<file path="config.mk">
export PLATFORM = sky130hd
export DESIGN_NAME = blood_class_stream
export DESIGN_NICKNAME = d
export VERILOG_FILES = /design/src/rtl/blood_pkg.sv /design/src/rtl/blood_class_counters.sv /design/src/rtl/blood_class_stream.sv
export SDC_FILE = /design/constraint.sdc
export NUM_CORES = 1
export LEC_CHECK = 0
export CAP_MARGIN = 30
export CORE_MARGIN = 2
export CORE_UTILIZATION = 55
export CTS_CLUSTER_DIAMETER = 30
export DETAILED_ROUTE_END_ITERATION = 10
export PLACE_DENSITY = 0.83
export SLEW_MARGIN = 20
export SYNTH_ARGS = -nofsm -noshare
export SYNTH_HDL_FRONTEND = slang
export SYNTH_SLANG_ARGS = --single-unit
</file>
<file path="constraint.sdc">
create_clock -name clk -period 2.2 [get_ports clk]
set_input_delay 0.44 -clock clk [delete_from_list [all_inputs] [get_ports clk]]
set_output_delay 0.44 -clock clk [all_outputs]
set_load 0.01 [all_outputs]
</file>
<file path="src/rtl/blood_pkg.sv">
// blood_pkg: shared blood-type encodings, widths and default class map for the classifier stream
package blood_pkg;
  localparam int BLOOD_TYPE_W = 3;
  localparam int RH_BIT = 0;
  typedef enum logic [1:0] {
    ABO_O  = 2'b00,
    ABO_A  = 2'b01,
    ABO_B  = 2'b10,
    ABO_AB = 2'b11
  } abo_e;
  localparam logic [15:0] DEF_CLASS_MAP = 16'hF5A0;
  // donor antigens must be a subset of recipient antigens, Rh included
  function automatic logic abo_rh_compat(input logic [BLOOD_TYPE_W-1:0] donor, input logic [BLOOD_TYPE_W-1:0] recip);
    abo_e d_abo, r_abo;
    d_abo = abo_e'(donor[2:1]);
    r_abo = abo_e'(recip[2:1]);
    return ((d_abo & ~r_abo) == ABO_O) && (!donor[RH_BIT] || recip[RH_BIT]);
  endfunction
endpackage

</file>
<file path="src/rtl/blood_class_counters.sv">
// blood_class_counters: per-class saturating counters with clear-then-count and combinational read mux
module blood_class_counters #(
  parameter int CLASS_W = 2,
  parameter int CNT_W = 8
) (
  input  logic               clk,
  input  logic               rst,
  input  logic               clr,
  input  logic               inc,
  input  logic [CLASS_W-1:0] inc_sel,
  input  logic [CLASS_W-1:0] rd_sel,
  output logic [CNT_W-1:0]   rd_data
);
  localparam int NUM_CLASSES = 2**CLASS_W;
  logic [CNT_W-1:0] cnt_q [NUM_CLASSES];
  logic [CNT_W-1:0] cnt_d [NUM_CLASSES];
  logic hit;
  always_comb begin
    hit = 1'b0;
    for (int i = 0; i < NUM_CLASSES; i++) begin
      hit = inc && (inc_sel == CLASS_W'(i));
      cnt_d[i] = clr ? (hit ? CNT_W'(1) : '0) :
                 (hit && cnt_q[i] != '1) ? cnt_q[i] + CNT_W'(1) : cnt_q[i];
    end
  end
  always_ff @(posedge clk) begin
    if (rst) cnt_q <= '{default: '0};
    else cnt_q <= cnt_d;
  end
  assign rd_data = cnt_q[rd_sel];
endmodule

</file>
<file path="src/rtl/blood_class_stream.sv">
// blood_class_stream: valid/ready blood-type classifier with class counters and batch pulse; BLOOD_COMPAT_EN adds donor/recipient compatibility output
module blood_class_stream
  import blood_pkg::*;
#(
  parameter int CLASS_W = 2,
  parameter logic [8*CLASS_W-1:0] CLASS_MAP = DEF_CLASS_MAP,
  parameter int CNT_W = 8,
  parameter int BATCH_LEN = 16
) (
  input  logic                    clk,
  input  logic                    rst,
  input  logic                    in_valid,
  output logic                    in_ready,
  input  logic [BLOOD_TYPE_W-1:0] bloodType,
`ifdef BLOOD_COMPAT_EN
  input  logic [BLOOD_TYPE_W-1:0] recipType,
  output logic                    compatible,
`endif
  output logic                    out_valid,
  input  logic                    out_ready,
  output logic [CLASS_W-1:0]      bloodClass,
  input  logic                    clr_counts,
  input  logic [CLASS_W-1:0]      cnt_sel,
  output logic [CNT_W-1:0]        cnt_data,
  output logic                    batch_done
);
  localparam int BW = BATCH_LEN > 1 ? $clog2(BATCH_LEN) : 1;
  localparam logic [BW-1:0] LAST = BW'(BATCH_LEN - 1);
  logic               accept;
  logic               valid_q, valid_d;
  logic               done_q, done_d;
  logic [CLASS_W-1:0] class_q, class_d, lut_class;
  logic [BW-1:0]      bcnt_q, bcnt_d, bcnt_base;
  assign in_ready = !valid_q || out_ready;
  assign accept = in_valid && in_ready;
  assign lut_class = CLASS_MAP[bloodType*CLASS_W +: CLASS_W];
  // clear applies before the same-cycle accept is counted
  always_comb begin
    valid_d = accept || (valid_q && !out_ready);
    class_d = accept ? lut_class : class_q;
    bcnt_base = clr_counts ? '0 : bcnt_q;
    bcnt_d = !accept ? bcnt_base : (bcnt_base == LAST) ? '0 : bcnt_base + BW'(1);
    done_d = accept && (bcnt_base == LAST);
  end
  always_ff @(posedge clk) begin
    if (rst) begin
      valid_q <= 1'b0;
      class_q <= '0;
      bcnt_q <= '0;
      done_q <= 1'b0;
    end else begin
      valid_q <= valid_d;
      class_q <= class_d;
      bcnt_q <= bcnt_d;
      done_q <= done_d;
    end
  end
`ifdef BLOOD_COMPAT_EN
  logic compat_q, compat_d;
  always_comb compat_d = accept ? abo_rh_compat(bloodType, recipType) : compat_q;
  always_ff @(posedge clk) begin
    if (rst) compat_q <= 1'b0;
    else compat_q <= compat_d;
  end
  assign compatible = compat_q;
`endif
  blood_class_counters #(
    .CLASS_W(CLASS_W),
    .CNT_W(CNT_W)
  ) u_counters (
    .clk(clk),
    .rst(rst),
    .clr(clr_counts),
    .inc(accept),
    .inc_sel(lut_class),
    .rd_sel(cnt_sel),
    .rd_data(cnt_data)
  );
  assign out_valid = valid_q;
  assign bloodClass = class_q;
  assign batch_done = done_q;
endmodule

</file>
==> flow_summary.json, run 1 <==
{
  "postRouteAntennaNets": 0,
  "synth_top_cells_by_count": "dfxtp_1, a21oi_1, nand3_1",
  "rrSetupSlack_ns": 0.39,
  "tightest_slew_ns": 0.6179,
  "yosys_most_used_dff": "dfxtp_1",
  "fin_area_um2": 2841,
  "crit_family": "simple AND/OR/NAND/NOR gates",
  "antenna_found_initial": 0,
  "syn-cell-area_um2": 2307,
  "pwr-share-clk": 0.404,
  "hold_viol": 0,
  "critPathCapture": "u_counters.cnt_q[12]",
  "min_delay_path_depth": 2,
  "avgSynthCellArea_um2": 8.773,
  "synth_compound_area_frac": 0.1866,
  "finalCriticalPeriod_ns": 2.128,
  "synth_top_cell_by_area": "dfxtp_1",
  "status": "completed",
  "die_w_um": 68.77,
  "rows": 23,
  "wl_um": 5724,
  "drv_slew": 0,
  "htree_levels": 2,
  "slowest_stage": "clkdlybuf4s50_1",
  "combPwrFrac": 0.103,
  "gp_congestion": 0.9131,
  "maxCapViolCount": 0,
  "clock.fmax_mhz": 469.9,
  "setup_violations": 0,
  "num_antenna_cells": 0,
  "fill_cells": 342,
  "core_um2": 4029,
  "synth.distinct_cells": 54,
  "ios": 23,
  "clk_latency_ns": 0.30,
  "setup.worst_path.class": "input port to flop",
  "rsz0062_at_grt": "false",
  "dieArea_um2": 4729,
  "synth_most_common_cell": "dfxtp_1",
  "port_buffers": 21,
  "synth-simple-area-share": 0.2847,
  "drive_gt1_frac": 0.1848,
  "ys_ff_latch": 40,
  "viasPerCell": 6.295,
  "drtIter0Drc": 178,
  "crit_cells": 5,
  "peakVddDrop_mv": 0.3280,
  "hold_buffers": 0,
  "worst_setup_path_end_kind": "flop",
  "netlist_instances": 263,
  "syn_nets": 278,
  "wl_per_cell_um": 16.22,
  "async_reset_ff_frac": 0,
  "arrival_ns": 2.36,
  "clockBufferDepth": 2,
  "synth_top_cell_area_share": 0.3471,
  "p_sw_uw": 349.6,
  "dp.final_hpwl_um": 4270,
  "max_stage_delay_ns": 0.66,
  "crit_start": "bloodType[1]",
  "cts_sinks": 40,
  "cts_tree": "built",
  "yosys_warnings": 0,
  "grt.overflow.total": 0,
  "p_leak_uw": 0.001029,
  "synthMuxAreaShare": 0.09111,
  "postPlaceCellArea_um2": 2731,
  "drc": 0,
  "synth_fa_ha_area_frac": 0.02711,
  "dr.pass1.iters": 4,
  "grt_pass1_vias": 2025,
  "powerDensity_nw_per_um2": 527.2,
  "crit_required_ns": 2.43,
  "slew_headroom": 0.5866,
  "whs_ns": 0.4746,
  "min_path_type": "flop to flop",
  "reg2regPathDepth": 5,
  "crit_buf_inv": 2,
  "rr_endpoint": "u_counters.cnt_q[27]",
  "vias": 2222,
  "synth_xor_area_frac": 0.007592,
  "crit_fanout": 8,
  "sw_frac_of_total": 0.2334,
  "synth_edf_count": 0,
  "r2r-start": "out_valid",
  "finClkSkew_ns": 0.005174,
  "synth.area.top_cells": "dfxtp_1, mux4_2, a21oi_1",
  "pre_cts_slack_ns": -0.3520,
  "cts_root_buf": "clkbuf_8",
  "cts_buffers": 5,
  "synth_top_family_by_area": "simple AND/OR/NAND/NOR gates",
  "start_util": 0.5727,
  "grt_first_pass_wirelength_um": 9356,
  "die_y_um": 68.77,
  "grt_max_degree": 20,
  "finalWorstSetupSlack_ns": 0.07171,
  "track_usage": 0.2689,
  "p_int_uw": 1148,
  "fin_crit_sh": 0.9674,
  "nNetsFinal": 317,
  "area_growth_pct": 23.16,
  "ys_seq_area_frac": 0.3471,
  "path_cells": "clkdlybuf4s50_1 -> inv_2 -> or3_1 -> or4_1 -> a21oi_1",
  "clk_pin_slew_ns": 0.08,
  "p_seq_frac": 0.493,
  "cp-start-kind": "input port"
}
state kept, by name (all words and copies together), names as in the netlist:
name	count
bloodClass	2
u_counters.cnt_q	32
batch_done	1
bcnt_q	4
out_valid	1
how the worst min path moves through the flow:
| stage | start | end | slack [ns] |
|---|---|---|---|
| floorplan | u_counters.cnt_q[14] | u_counters.cnt_q[14] | 0.46 |
| global placement | bloodClass[1] | bloodClass[1] | 0.45 |
| detailed placement | bloodClass[1] | bloodClass[1] | 0.46 |
| CTS | bloodClass[1] | bloodClass[1] | 0.48 |
| global route | bloodClass[1] | bloodClass[1] | 0.51 |
| finish | bloodClass[1] | bloodClass[1] | 0.47 |
power groups by stage:
stage	Combinational, uW	Clock [uW]	Sequential, uW
after floorplan	78.0	0	755
after global placement	150	0	755
after detailed placement	154	0	755
after CTS	153	612	738
after global routing	168	637	740
final	155	605	738
final cells by class:
| type | count | area, um^2 | area share |
|---|---|---|---|
| well taps | 50 | 62.56 | 0.02202 |
| multi-input cells | 195 | 1378 | 0.4848 |
| repair buffers | 52 | 462.9 | 0.1629 |
| flip-flops and latches | 40 | 800.8 | 0.2818 |
| clock buffers | 6 | 72.57 | 0.02554 |
| clock inverters | 2 | 35.03 | 0.01233 |
| inverters | 8 | 30.03 | 0.01057 |
cells by family after synthesis:
family	after synthesis
compound gates	64
xor+xnor	2
fa+ha+maj	5
buf+inv	28
flops	40
mux	11
simple gates	113
layer usage:
metal | track usage | vias to the layer above | part of all wire
met5 | 0 | - | 0
met4 | 0.09069 | 0 | 0.013
met3 | 0.06331 | 8 | 0.067
met2 | 0.4495 | 76 | 0.48
met1 | 0.3408 | 1049 | 0.44
li1 | - | 1089 | -
through the flow:
step	total power, uW	cells	utilization	setup TNS (ns)
detailed placement	908.9	344	0.6780	-3.798
global route	1544	353	0.7053	0
CTS	1504	352	0.7034	0
global placement	904.8	344	0.6780	-3.082
floorplan	833.1	263	-	0
finish	1498	353	0.7053	0
cell usage in the layout, fill, tap and decap left out, types with 2 or more instances in the layout:
master           instances
nor2_1                  13
and4_1                   5
o31ai_1                  7
or4_1                    5
a41o_1                   2
buf_4                   29
a21oi_1                 21
nand3_1                 21
buf_12                   2
o311ai_0                 3
dfxtp_1                 40
nor3_1                  10
nand3b_1                 5
mux2i_1                  3
mux4_2                   8
a311oi_1                 2
a41oi_1                  2
clkdlybuf4s15_1          5
and2_1                   2
nand2b_1                 2
a31oi_1                  6
nand4_1                  6
ha_1                     5
or3_1                   12
a2111o_1                 2
o41ai_1                  3
nor2b_1                  4
or2_2                    2
clkbuf_8                 5
inv_1                    7
dlygate4sd2_1            4
o21ai_0                 10
clkdlybuf4s50_1         12
nand2_1                 15
worst reg2reg max path: stages (launching register included):
cell and delay, ns:
dfxtp_1 0.32, nor2b_4 0.13, buf_4 0.16, or3_1 0.47, or4_1 0.53, a21oi_1 0.15
what timing repair did:
item	CTS	global route
buffers inserted	0	1
pin swaps	0	0
setup endpoints to repair	8	1
gates resized for setup	14	0
Note: power is estimated with default switching activity, not from simulation.
==> inputs of run 2 (changes only) <==
--- a/config.mk
+++ b/config.mk
@@ -11,7 +11,9 @@
 export CTS_CLUSTER_DIAMETER = 30
 export DETAILED_ROUTE_END_ITERATION = 10
 export PLACE_DENSITY = 0.83
+export SKIP_CTS_REPAIR_TIMING = 1
 export SLEW_MARGIN = 20
 export SYNTH_ARGS = -nofsm -noshare
 export SYNTH_HDL_FRONTEND = slang
+export SYNTH_HIERARCHICAL = 1
 export SYNTH_SLANG_ARGS = --single-unit
==> flow_summary.json, run 2 <==
{
  "crit_buf_inv": 3,
  "drive_gt1_frac": 0.1463,
  "rsz0062_at_grt": "false",
  "start_util": 0.5706,
  "crit_family": "buffers and inverters",
  "synthMuxAreaShare": 0.1217,
  "status": "completed",
  "slowest_stage": "clkdlybuf4s50_1",
  "synth_top_cell_area_share": 0.3245,
  "dp.final_hpwl_um": 4302,
  "port_buffers": 21,
  "fin_crit_sh": 0.9233,
  "synth_compound_area_frac": 0.1902,
  "instances_no_fill": 346,
  "slew_headroom": 0.7031,
  "grt.overflow.total": 0,
  "ys_ff_latch": 40,
  "syn_nets": 285,
  "clock.fmax_mhz": 492.3,
  "area_growth_pct": 16.53,
  "syn-cell-area_um2": 2467,
  "gp_congestion": 0.8990,
  "vias": 2270,
  "grt-busiest-layer": "met2",
  "num_antenna_cells": 0,
  "track_usage": 0.2546,
  "clk_pin_slew_ns": 0.07,
  "maxCapViolCount": 0,
  "largest_register_ff_count": 32,
  "postRouteAntennaNets": 0,
  "cts_root_buf": "clkbuf_8",
  "synth_top_cell_by_area": "dfxtp_1",
  "die_w_um": 70.98,
  "synth_top_family_by_area": "simple AND/OR/NAND/NOR gates",
  "nNetsFinal": 308,
  "synth_fa_ha_area_frac": 0.02535,
  "finalCriticalPeriod_ns": 2.031,
  "dp.cells": 338,
  "clockBufferDepth": 2,
  "synth-simple-area-share": 0.2819,
  "drtIter0Drc": 209,
  "wl_um": 6085,
  "synth.distinct_cells": 51,
  "core_um2": 4324,
  "pre_cts_slack_ns": -0.3449,
  "ios": 23,
  "gr-usage-met2": 0.4216,
  "tightest_slew_ns": 0.4439,
  "use_met1": 0.3259,
  "max_stage_delay_ns": 0.47,
  "netlist_instances": 270,
  "cts_tree": "built",
  "yosys_most_used_dff": "dfxtp_1",
  "crit_fanout": 7,
  "grt_max_degree": 27,
  "arrival_ns": 1.59,
  "avgSynthCellArea_um2": 9.138,
  "path_common_cell": "clkdlybuf4s50_1",
  "htree_levels": 2,
  "finClkSkew_ns": 0.005830,
  "die_y_um": 70.98,
  "grt_pass1_vias": 2116,
  "synth_xor_area_frac": 0,
  "cts_buffers": 5,
  "synth_most_common_cell": "dfxtp_1",
  "layout_common_cells": "dfxtp_1, nand2_1, a21oi_1, nand3_1",
  "peakVddDrop_mv": 0.3793,
  "dieArea_um2": 5038,
  "async_reset_ff_frac": 0,
  "met3_usage": 0.05698,
  "dr.pass1.iters": 4,
  "path_cells": "clkdlybuf4s50_1 -> nor2b_4 -> inv_2 -> clkdlybuf4s50_1",
  "fill_cells": 376,
  "powerDensity_nw_per_um2": 517.7,
  "regMostFlops": "u_counters/cnt_q",
  "crit_required_ns": 1.76,
  "finalWorstSetupSlack_ns": 0.1688,
  "min_path_type": "flop to flop",
  "layout_commonest_cell": "dfxtp_1",
  "worst_setup_path_end_kind": "output pin",
  "rows": 24,
  "hold_viol": 0,
  "setup.worst_path.class": "input port to output pin",
  "synth_edf_count": 0,
  "setup_violations": 0,
  "cts_sinks": 40,
  "tns_ns": 0,
  "p_leak_uw": 0.001069,
  "drv_slew": 0,
  "yosys_warnings": 6,
  "cp-start-kind": "input port",
  "viasPerCell": 6.561,
  "ys_seq_area_frac": 0.3245,
  "synth_top_cells_by_count": "dfxtp_1, nand2_1, a21oi_1, nand3_1, mux2i_1",
  "clk_latency_ns": 0.30,
  "drc": 0,
  "antenna_found_initial": 0,
  "wl_per_cell_um": 17.59,
  "synth.area.top_cells": "dfxtp_1, mux4_2, mux2i_1",
  "grt_first_pass_wirelength_um": 10220
}
==> run 2: cell types whose count changed after synthesis, sizes merged, moves of 6 or more <==
cell,delta
buf,+6
nand3,-8
nor2,-7
mux2i,+9
nor2b,+6
a211oi,+11
o31ai,-6
clkbuf,-7
and3,+7
a21oi,-8
==> run 2: power by group <==
| part | internal, uW | switching [uW] |
|---|---|---|
| registers | 731 | 7.26 |
| clock network | 337 | 260 |
| logic | 74.7 | 78.4 |
| total | 1140 | 346 |
==> run 2: metrics by stage <==
stage,util,total power [uW],hold WS (ns),area (um^2)
global placement,0.6435,905.6,0.4667,2783
finish,0.6649,1489,0.4834,2875
global route,0.6649,1544,0.5153,2875
CTS,0.6684,1505,0.4849,2890
detailed placement,0.6435,908.8,0.4744,2783
floorplan,-,843.8,0.4628,2467
==> run 2: cell type report <==
class / count / area, um^2 / area share
Timing Repair Buffer: 35 / 337.8 / 0.1175
Inverter: 9 / 36.28 / 0.01262
Multi-Input combinational cell: 202 / 1528 / 0.5313
Clock buffer: 6 / 72.57 / 0.02524
Tap cell: 52 / 65.06 / 0.02263
Sequential cell: 40 / 800.8 / 0.2785
Clock inverter: 2 / 35.03 / 0.01218
==> run 2: final timing paths <==
path	to	cells past startpoint	slack (ns)	from
setup / recovery	in_ready	4	0.17	out_ready
hold / removal	bloodClass[1]	2	0.48	bloodClass[1]
setup reg to reg	u_counters/cnt_q[28]	6	0.55	out_valid
hold reg to reg	bloodClass[1]	2	0.48	bloodClass[1]
==> run 2: worst reg2reg max path, cell delays in order (launching register included) <==
cell and delay [ns]:
dfxtp_1 0.32, nor2b_4 0.14, nor2_1 0.09, buf_4 0.15
or3b_4 0.42, nor4b_1 0.33, nor3_1 0.08
==> run 2: cell families (layout without fill, tap and decap cells) <==
group | count (synthesis) | after routing
compound gates | 64 | 64
flops | 40 | 40
buf+inv | 28 | 52
mux | 20 | 20
simple gates | 113 | 113
fa+ha+maj | 5 | 5
==> run 2: metal layers <==
layer	vias to the layer above	routed length, um
met5	-	0
met4	0	85
met3	8	379
met2	68	2938
met1	1096	2683
li1	1098	-
==> inputs of run 3 (changes only) <==
--- a/config.mk
+++ b/config.mk
@@ -8,9 +8,9 @@
 export CAP_MARGIN = 30
 export CORE_MARGIN = 2
 export CORE_UTILIZATION = 55
-export CTS_CLUSTER_DIAMETER = 30
+export CTS_CLUSTER_DIAMETER = 100
 export DETAILED_ROUTE_END_ITERATION = 10
-export PLACE_DENSITY = 0.83
+export PLACE_DENSITY = 0.77
 export SKIP_CTS_REPAIR_TIMING = 1
 export SLEW_MARGIN = 20
 export SYNTH_ARGS = -nofsm -noshare
==> flow_summary.json, run 3 (synthesis gave the netlist of run 2 again) <==
{
  "drc": 0,
  "hold_path_startpoint": "bloodClass[0]",
  "clk_pin_slew_ns": 0.07,
  "cts_tree": "built",
  "p_leak_uw": 0.001137,
  "dr.pass1.iters": 4,
  "crit_required_ns": 1.76,
  "finalCriticalPeriod_ns": 2.009,
  "pre_cts_slack_ns": -0.3437,
  "clock.fmax_mhz": 497.7,
  "min_path_type": "flop to flop",
  "grt_pass1_vias": 2053,
  "power_uw": 1345,
  "wl_um": 5887,
  "p_sw_uw": 329.5,
  "core_um2": 4324,
  "postRouteAntennaNets": 0,
  "sw_frac_of_total": 0.2450,
  "r2r-start": "out_valid",
  "rsz0062_at_grt": "false",
  "regMostFlops": "u_counters/cnt_q",
  "grt.overflow.total": 0,
  "vias": 2298,
  "combPwrFrac": 0.118,
  "ios": 23,
  "area_growth_pct": 17.39,
  "track_usage": 0.2439,
  "slew_headroom": 0.7264,
  "antenna_found_initial": 0,
  "layout_common_cells": "dfxtp_1, nand2_1, buf_4",
  "start_util": 0.5706,
  "fill_cells": 363,
  "powerDensity_nw_per_um2": 464.2,
  "cts_buffers": 5,
  "cts_root_buf": "clkbuf_8",
  "drive_gt1_frac": 0.1390,
  "slowest_stage": "clkdlybuf4s50_1",
  "whs_ns": 0.4813,
  "path_cells": "clkdlybuf4s50_1 -> nor2b_4 -> inv_2 -> clkdlybuf4s50_1",
  "clk_latency_ns": 0.30,
  "fin_crit_sh": 0.9132,
  "nNetsFinal": 312,
  "pwr-share-clk": 0.333,
  "layout_commonest_cell": "dfxtp_1",
  "port_buffers": 21,
  "finClkSkew_ns": 0.004152,
  "htree_levels": 2,
  "wl_per_cell_um": 16.97,
  "drtIter0Drc": 146,
  "largest_register_ff_count": 32,
  "gp_congestion": 0.8504,
  "dp.final_hpwl_um": 4230,
  "num_antenna_cells": 0,
  "maxCapViolCount": 0,
  "dieArea_um2": 5038,
  "crit_start": "out_ready",
  "viasPerCell": 6.622,
  "status": "completed",
  "die_w_um": 70.98,
  "arrival_ns": 1.57,
  "rows": 24,
  "crit_family": "buffers and inverters",
  "peakVddDrop_mv": 0.4134,
  "cts_sinks": 40,
  "drv_slew": 0,
  "setup_violations": 0,
  "worst_setup_path_end_kind": "output pin",
  "max_stage_delay_ns": 0.52,
  "crit_buf_inv": 3,
  "finalWorstSetupSlack_ns": 0.1909,
  "grt_max_degree": 27,
  "tightest_slew_ns": 0.4091,
  "clockBufferDepth": 2,
  "hold_viol": 0,
  "p_seq_frac": 0.549,
  "grt_first_pass_wirelength_um": 9798,
  "p_int_uw": 1015,
  "path_common_cell": "clkdlybuf4s50_1",
  "cp-start-kind": "input port",
  "setup.worst_path.class": "input port to output pin",
  "crit_fanout": 3,
  "die_y_um": 70.98
}
==> run 3: worst paths after layout <==
kind,depth (start not counted),slack [ns],to
min reg2reg,2,0.48,bloodClass[0]
max reg2reg,6,0.55,u_counters/cnt_q[25]
max,4,0.19,in_ready
min,2,0.48,bloodClass[0]
==> run 3: per-layer routing <==
metal  vias to the layer above  part of all wire  track usage
met5                         -                 0            0
met4                         0             0.014      0.07966
met3                         8             0.046      0.05983
met2                        58              0.48       0.4019
met1                      1125              0.46       0.3149
li1                       1107                 -            -
==> run 3: metrics by stage <==
stage / cell area (um^2) / TNS (ns) / instances / utilization
2_1_floorplan: 2467 / 0 / 270 / -
6_report: 2897 / 0 / 347 / 0.6699
3_5_place_dp: 2813 / -2.715 / 342 / 0.6505
5_1_grt: 2897 / 0 / 347 / 0.6699
3_3_place_gp: 2813 / -2.483 / 342 / 0.6505
4_1_cts: 2882 / -2.596 / 347 / 0.6664
==> run 3: area by class of cell <==
type | count | area, um^2 | share of cell area
inverter | 9 | 36.28 | 0.01253
timing repair buffer | 39 | 397.9 | 0.1374
sequential | 40 | 800.8 | 0.2765
multi-input combinational | 202 | 1528 | 0.5274
clock buffer | 5 | 68.82 | 0.02376
tap | 52 | 65.06 | 0.02246
==> run 3: power by group through the flow <==
stage | Sequential, uW | Clock [uW] | Combinational [uW]
floorplan | 755 | 0 | 88.9
global placement | 755 | 0 | 155
detailed placement | 755 | 0 | 158
CTS | 739 | 453 | 159
global route | 739 | 490 | 171
finish | 739 | 447 | 159
==> run 3: tightest hold or removal path: stages, from the launching register on <==
cell,delay [ns]
dfxtp_1,0.31
o21ai_0,0.07
a21oi_1,0.06
